===== config.mk =====
export PLATFORM = sky130hd
export DESIGN_NAME = noc_packetizer
export DESIGN_NICKNAME = d
export VERILOG_FILES = /design/src/rtl/noc_params.sv /design/src/rtl/noc_packetizer_credit_counter.sv /design/src/rtl/noc_packetizer.sv
export SDC_FILE = /design/constraint.sdc
export NUM_CORES = 1
export LEC_CHECK = 0
export ABC_AREA = 1
export BUFFER_PORTS_ARGS = -buffer_cell sky130_fd_sc_hd__clkbuf_2
export CAP_MARGIN = 20
export CORE_UTILIZATION = 25
export DETAILED_ROUTE_END_ITERATION = 8
export GPL_TIMING_DRIVEN = 0
export HOLD_SLACK_MARGIN = 0.05
export PLACE_DENSITY = 0.58
export SLEW_MARGIN = 25
export SYNTH_ARGS = -nofsm -noshare
export SYNTH_HDL_FRONTEND = slang
export SYNTH_SLANG_ARGS = --single-unit
export TNS_END_PERCENT = 30

===== constraint.sdc =====
create_clock -name clk -period 2.3 [get_ports clk]
set_input_delay 0.46 -clock clk [delete_from_list [all_inputs] [get_ports clk]]
set_output_delay 0.46 -clock clk [all_outputs]
set_load 0.02 [all_outputs]

===== src/rtl/noc_params.sv =====
// Shared NoC parameters and flit types: mesh dimensions, address widths,
// flit labels and the head/body flit payload layout.
package noc_params;

    localparam int MESH_SIZE_X      = 8;
    localparam int MESH_SIZE_Y      = 4;
    localparam int DEST_ADDR_SIZE_X = 6;
    localparam int DEST_ADDR_SIZE_Y = 3;

    // Head payload is {user payload, src_x, src_y}
    localparam int HEAD_PL_SIZE   = 64 + DEST_ADDR_SIZE_X + DEST_ADDR_SIZE_Y;
    localparam int FLIT_DATA_SIZE = DEST_ADDR_SIZE_X + DEST_ADDR_SIZE_Y + HEAD_PL_SIZE;

    typedef enum logic [1:0] {
        HEAD,
        BODY,
        TAIL,
        HEADTAIL
    } flit_label_t;

    typedef struct packed {
        logic [DEST_ADDR_SIZE_X-1:0] x_dest;
        logic [DEST_ADDR_SIZE_Y-1:0] y_dest;
        logic [HEAD_PL_SIZE-1:0]     head_pl;
    } head_data_t;

    typedef union packed {
        head_data_t                head_data;
        logic [FLIT_DATA_SIZE-1:0] bt_pl;
    } flit_data_t;

    typedef struct packed {
        flit_label_t flit_label;
        flit_data_t  data;
    } flit_novc_t;

endpackage


===== src/rtl/noc_packetizer_credit_counter.sv =====
// Downstream credit counter: starts full, saturates at BUFFER_DEPTH, a
// simultaneous send and returned credit cancel out.
module noc_credit_counter #(
    parameter  int BUFFER_DEPTH = 4,
    localparam int CNT_W        = $clog2(BUFFER_DEPTH + 1)
) (
    input  logic             clk,
    input  logic             rst,
    input  logic             dec,
    input  logic             inc,
    output logic [CNT_W-1:0] count
);

    logic [CNT_W-1:0] count_q;
    logic [CNT_W-1:0] count_d;

    always_comb begin
        count_d = count_q;
        if (inc && !dec && (count_q != CNT_W'(BUFFER_DEPTH))) begin
            count_d = count_q + CNT_W'(1);
        end else if (dec && !inc && (count_q != '0)) begin
            count_d = count_q - CNT_W'(1);
        end
    end

    always_ff @(posedge clk) begin
        if (rst) begin
            count_q <= CNT_W'(BUFFER_DEPTH);
        end else begin
            count_q <= count_d;
        end
    end

    assign count = count_q;

endmodule


===== src/rtl/noc_packetizer.sv =====
// Turns a message (head fields + streamed body words) into credit-flow-controlled
// NoC flits. Optional destination range check enabled by NOC_PKT_DEST_CHECK_EN.
module noc_packetizer
    import noc_params::*;
#(
    parameter  int BUFFER_DEPTH = 4,
    parameter  int MAX_BODY_LEN = 15,
    localparam int LEN_W        = $clog2(MAX_BODY_LEN + 1),
    localparam int CNT_W        = $clog2(BUFFER_DEPTH + 1)
) (
    input  logic                        clk,
    input  logic                        rst,
    input  logic                        msg_valid_i,
    output logic                        msg_ready_o,
    input  logic [DEST_ADDR_SIZE_X-1:0] msg_x_dest_i,
    input  logic [DEST_ADDR_SIZE_Y-1:0] msg_y_dest_i,
    input  logic [DEST_ADDR_SIZE_X-1:0] msg_src_x_i,
    input  logic [DEST_ADDR_SIZE_Y-1:0] msg_src_y_i,
    input  logic [63:0]                 msg_pl_i,
    input  logic [LEN_W-1:0]            msg_body_len_i,
    input  logic                        body_valid_i,
    output logic                        body_ready_o,
    input  logic [FLIT_DATA_SIZE-1:0]   body_data_i,
    output flit_novc_t                  flit_o,
    output logic                        valid_o,
    input  logic                        credit_i,
    output logic                        error_o
);

    typedef enum logic [1:0] {
        ST_IDLE,
        ST_HEAD,
        ST_BODY,
        ST_DRAIN
    } state_t;

    state_t                      state_q, state_d;
    logic [DEST_ADDR_SIZE_X-1:0] x_q, x_d;
    logic [DEST_ADDR_SIZE_Y-1:0] y_q, y_d;
    logic [HEAD_PL_SIZE-1:0]     head_pl_q, head_pl_d;
    logic [LEN_W-1:0]            remain_q, remain_d;
    flit_novc_t                  flit_q, flit_d;
    logic                        valid_q, valid_d;
    logic                        error_q, error_d;

    logic             send;
    logic [CNT_W-1:0] credit_cnt;
    logic             have_credit;
    logic [LEN_W-1:0] len_clamped;

    noc_credit_counter #(
        .BUFFER_DEPTH(BUFFER_DEPTH)
    ) u_credit_counter (
        .clk  (clk),
        .rst  (rst),
        .dec  (send),
        .inc  (credit_i),
        .count(credit_cnt)
    );

    assign have_credit = (credit_cnt != '0);
    assign len_clamped = (msg_body_len_i > LEN_W'(MAX_BODY_LEN)) ? LEN_W'(MAX_BODY_LEN)
                                                                  : msg_body_len_i;
    assign msg_ready_o = (state_q == ST_IDLE);

`ifdef NOC_PKT_DEST_CHECK_EN
    assign body_ready_o = ((state_q == ST_BODY) && have_credit) || (state_q == ST_DRAIN);
`else
    assign body_ready_o = (state_q == ST_BODY) && have_credit;
`endif

    always_comb begin
        state_d   = state_q;
        x_d       = x_q;
        y_d       = y_q;
        head_pl_d = head_pl_q;
        remain_d  = remain_q;
        flit_d    = flit_q;
        valid_d   = 1'b0;
        error_d   = 1'b0;
        send      = 1'b0;

        case (state_q)
            ST_IDLE: begin
                if (msg_valid_i) begin
                    x_d       = msg_x_dest_i;
                    y_d       = msg_y_dest_i;
                    head_pl_d = {msg_pl_i, msg_src_x_i, msg_src_y_i};
                    remain_d  = len_clamped;
                    state_d   = ST_HEAD;
`ifdef NOC_PKT_DEST_CHECK_EN
                    // Out-of-mesh destinations are accepted but only drained
                    if ((int'(msg_x_dest_i) >= MESH_SIZE_X) ||
                        (int'(msg_y_dest_i) >= MESH_SIZE_Y)) begin
                        error_d = 1'b1;
                        state_d = (len_clamped == '0) ? ST_IDLE : ST_DRAIN;
                    end
`endif
                end
            end
            ST_HEAD: begin
                if (have_credit) begin
                    send                        = 1'b1;
                    valid_d                     = 1'b1;
                    flit_d.flit_label           = (remain_q == '0) ? HEADTAIL : HEAD;
                    flit_d.data.head_data.x_dest  = x_q;
                    flit_d.data.head_data.y_dest  = y_q;
                    flit_d.data.head_data.head_pl = head_pl_q;
                    state_d                     = (remain_q == '0) ? ST_IDLE : ST_BODY;
                end
            end
            ST_BODY: begin
                if (have_credit && body_valid_i) begin
                    send              = 1'b1;
                    valid_d           = 1'b1;
                    flit_d.flit_label = (remain_q == LEN_W'(1)) ? TAIL : BODY;
                    flit_d.data.bt_pl = body_data_i;
                    remain_d          = remain_q - LEN_W'(1);
                    if (remain_q == LEN_W'(1)) begin
                        state_d = ST_IDLE;
                    end
                end
            end
            ST_DRAIN: begin
`ifdef NOC_PKT_DEST_CHECK_EN
                if (body_valid_i) begin
                    remain_d = remain_q - LEN_W'(1);
                    if (remain_q == LEN_W'(1)) begin
                        state_d = ST_IDLE;
                    end
                end
`else
                state_d = ST_IDLE;
`endif
            end
            default: state_d = ST_IDLE;
        endcase
    end

    always_ff @(posedge clk) begin
        if (rst) begin
            state_q   <= ST_IDLE;
            x_q       <= '0;
            y_q       <= '0;
            head_pl_q <= '0;
            remain_q  <= '0;
            flit_q    <= '0;
            valid_q   <= 1'b0;
            error_q   <= 1'b0;
        end else begin
            state_q   <= state_d;
            x_q       <= x_d;
            y_q       <= y_d;
            head_pl_q <= head_pl_d;
            remain_q  <= remain_d;
            flit_q    <= flit_d;
            valid_q   <= valid_d;
            error_q   <= error_d;
        end
    end

    assign flit_o  = flit_q;
    assign valid_o = valid_q;
    assign error_o = error_q;

endmodule


==> summary.md <==
| Metric | Value |
|---|---|
| Sequential share of power | 0.393 |
| DRC viols | 0 |
| HPWL Detailed | 18.3 mm |
| Setup crit end kind | register |
| Row cnt | 62 |
| Port Buffers | 259 |
| Global-route wire length before repair | 38.4 mm |
| Fin. max-slew vios | 0 |
| Reg clk slew, reported paths | 0.07 ns |
| Layout cells sized above 1 | 0.281 |
| CP Launch Type | register |
| Sequential area share after synthesis | 0.475 |
| CTS buffer count | 17 |
| Vias/cell | 4.49 |
| Gate Count Post-Synth | 948 |
| GR Overflow Total | 0 |
| GP Congestion | 0.803 |
| Yosys cell types | 28 |
| Clock latency on the worst-skew pair | 0.42 ns |
| Largest net degree at the start of global routing | 17 |
| Core footprint | 28900 um2 |
| Per-cell routed wire length | 15.1 um |
| Leak | 0.00490 uW |
| Vias | 7290 |
| Area grow syn2layout | 32.3% |
| Final #Nets | 1407 |
| #FFs+latches synth | 176 |
| Routed WL | 24.6 mm |
| Initial Utilization | 0.256 |
| DP Cell Count | 1591 |
| Int Power | 6540 uW |
| Combinational Power Share | 0.315 |
| Switching Share | 0.360 |
| Final Hold Violating Endpoints | 0 |
| CTS root buf | clkbuf_16 |
| Commonest non-fill, non-tap cell in the layout | clkbuf_2 |
| Fin Hold WS | 0.285 ns |
| Post-cts hold buffer count | 0 |
| Peak supply drop | 0.550 mV |
| I/O pin count | 261 |
| Net switching power | 3680 uW |
| Final worst-path cycle share | 0.909 |
| Vias in the first global route | 7280 |
| Min Tclk post-route | 2.09 ns |
| CP required | 2.59 ns |
| Synth Net Count | 1128 |
| CTS tree | done |
| Clock Sink Count | 176 |
| PD cells | 1040 nW/um2 |
| Status | complete, no violations |
| Crit path DAT | 2.38 ns |
| CTS H-tree lvls | 4 |
| Routed Antenna Nets | 0 |
| Largest fanout on the critical path | 8 |
| Most frequent cells in the layout | 260 x clkbuf_2, 177 x nor2_1, 176 x dfxtp_1 |
| Number of synthesized flops with an enable pin | 0 |
| Clock power frac | 0.292 |
| Setup CP Type | register to register |
| Clock Skew | 0.0109 ns |
| Buffer depth of the longest clock path | 2 |
| Unrepaired setup endpoints after global routing | false |
| Post-route non-filler standard cell count | 1625 |
| Chip Height | 174 um |
| Max Cap Viol | 0 |
| Fmax | 478 MHz |
| Primary FF master, synth | dfxtp_1 |
| Endpoints failing setup | 0 |
| Yosys warnings | 0 |
| Slew @ Worst Pin | 0.642 ns |
| Post-Syn Area | 7420 um2 |
| Initial antenna violation count | 3 |
| Share of synthesized registers carrying an async set or reset | 0 |
| Hold crit path type | input pin to register |
| Drt first pass iters | 5 |
| Max transition margin | 0.572 |
| Full die area | 30400 um2 |
| Chip width | 174 um |
| All-Layer GR Usage | 0.162 |
| Syn avg cell area | 7.83 um2 |
| DRT iter0 DRCs | 282 |
## cells in the mapped netlist (2+ instances only)
cell type	count	area, um2
buf_8	2	30.0
nor2_1	177	664
buf_6	10	113
nand2_1	176	661
a21oi_1	27	135
buf_2	22	110
nand3_2	10	100
buf_4	3	22.5
inv_1	34	128
dfxtp_1	176	3520
ha_1	6	75.1
clkbuf_1	35	131
nand3_1	68	340
o21ai_0	122	611
o211a_1	66	661
nand2_2	2	12.5
## power groups by stage
stage / Combinational, uW / Clock (uW) / Sequential [uW]
after floorplan: 1710 / 0 / 4500
after global placement: 3210 / 0 / 4070
after detailed placement: 3250 / 0 / 4080
after CTS: 3260 / 3080 / 4020
after global routing: 3600 / 3220 / 4100
final: 3220 / 2990 / 4020
## metal layers
metal  global-route usage  up-vias  wire (um)
li1                     -     3695          -
met1                0.206     3365      11600
met2                0.271      209      11400
met3               0.0459       17       1400
met4               0.0355        4        233
met5                    0        -         34
## worst max-delay path: stages, from the launching register on
cell and delay [ns]:
dfxtp_1 0.35, inv_1 0.07, ha_1 0.19, buf_4 0.18, nand2_2 0.09, nand2_1 0.05
nand3_1 0.15, nand2_1 0.15, fa_1 0.40, inv_1 0.07, nand3_1 0.09, nand3_1 0.08
nand3_1 0.07
## kinds of logic after synthesis
family / after synthesis / synth area share
simple gates: 437 / 0.244
buf+inv: 109 / 0.0740
other cells: 1 / 0.000505
xor+xnor: 1 / 0.00118
compound gates: 217 / 0.192
fa+ha+maj: 7 / 0.0128
flops: 176 / 0.475
## worst paths after layout
| check | slack, ns | end | cells after the start | from |
|---|---|---|---|---|
| setup reg to reg | 0.21 | u_credit_counter.count[2] | 12 | state_q[0] |
| hold / removal | 0.29 | head_pl_q[26] | 3 | msg_pl_i[17] |
| hold reg to reg | 0.45 | head_pl_q[1] | 2 | head_pl_q[1] |
| setup / recovery | 0.21 | u_credit_counter.count[2] | 12 | state_q[0] |
## metrics by stage
| stage | setup slack, ns | cell area (um2) | util | power, uW | setup TNS [ns] |
|---|---|---|---|---|---|
| final | 0.208 | 9820 | 0.339 | 10200 | 0 |
| after global routing | 0.0280 | 9820 | 0.339 | 10900 | 0 |
| after CTS | 0.0479 | 9810 | 0.339 | 10400 | 0 |
| after detailed placement | -0.0369 | 9200 | 0.318 | 7340 | -0.281 |
| after global placement | -0.00671 | 9200 | 0.318 | 7280 | -0.0632 |
| after floorplan | 0.440 | 7420 | - | 6210 | 0 |
## state kept, by name, indices dropped and copies added, names as in the netlist
register,count
x_q,6
head_pl_q,73
y_q,3
state_q,2
flit_o,84
u_credit_counter.count,3
remain_q,4
valid_o,1
## cell type report
| class | instances | area (um2) |
|---|---|---|
| sequential | 176 | 3520 |
| multi-input combinational | 663 | 3350 |
| inverter | 36 | 141 |
| fill | 3123 | 19100 |
| timing repair buffer | 261 | 1310 |
| buffer | 72 | 408 |
| clock buffer | 21 | 480 |
| clock inverter | 11 | 120 |
| antenna | 1 | 2.50 |
| tap | 384 | 480 |
## what timing repair did
| item | CTS | global route |
|---|---|---|
| setup endpoints to repair | 1 | 49 |
| gates resized for setup | 1 | 1 |
| cloned | 0 | 0 |
| buffers inserted | 2 | 0 |
No activity file was read; power rests on OpenSTA's default activity.
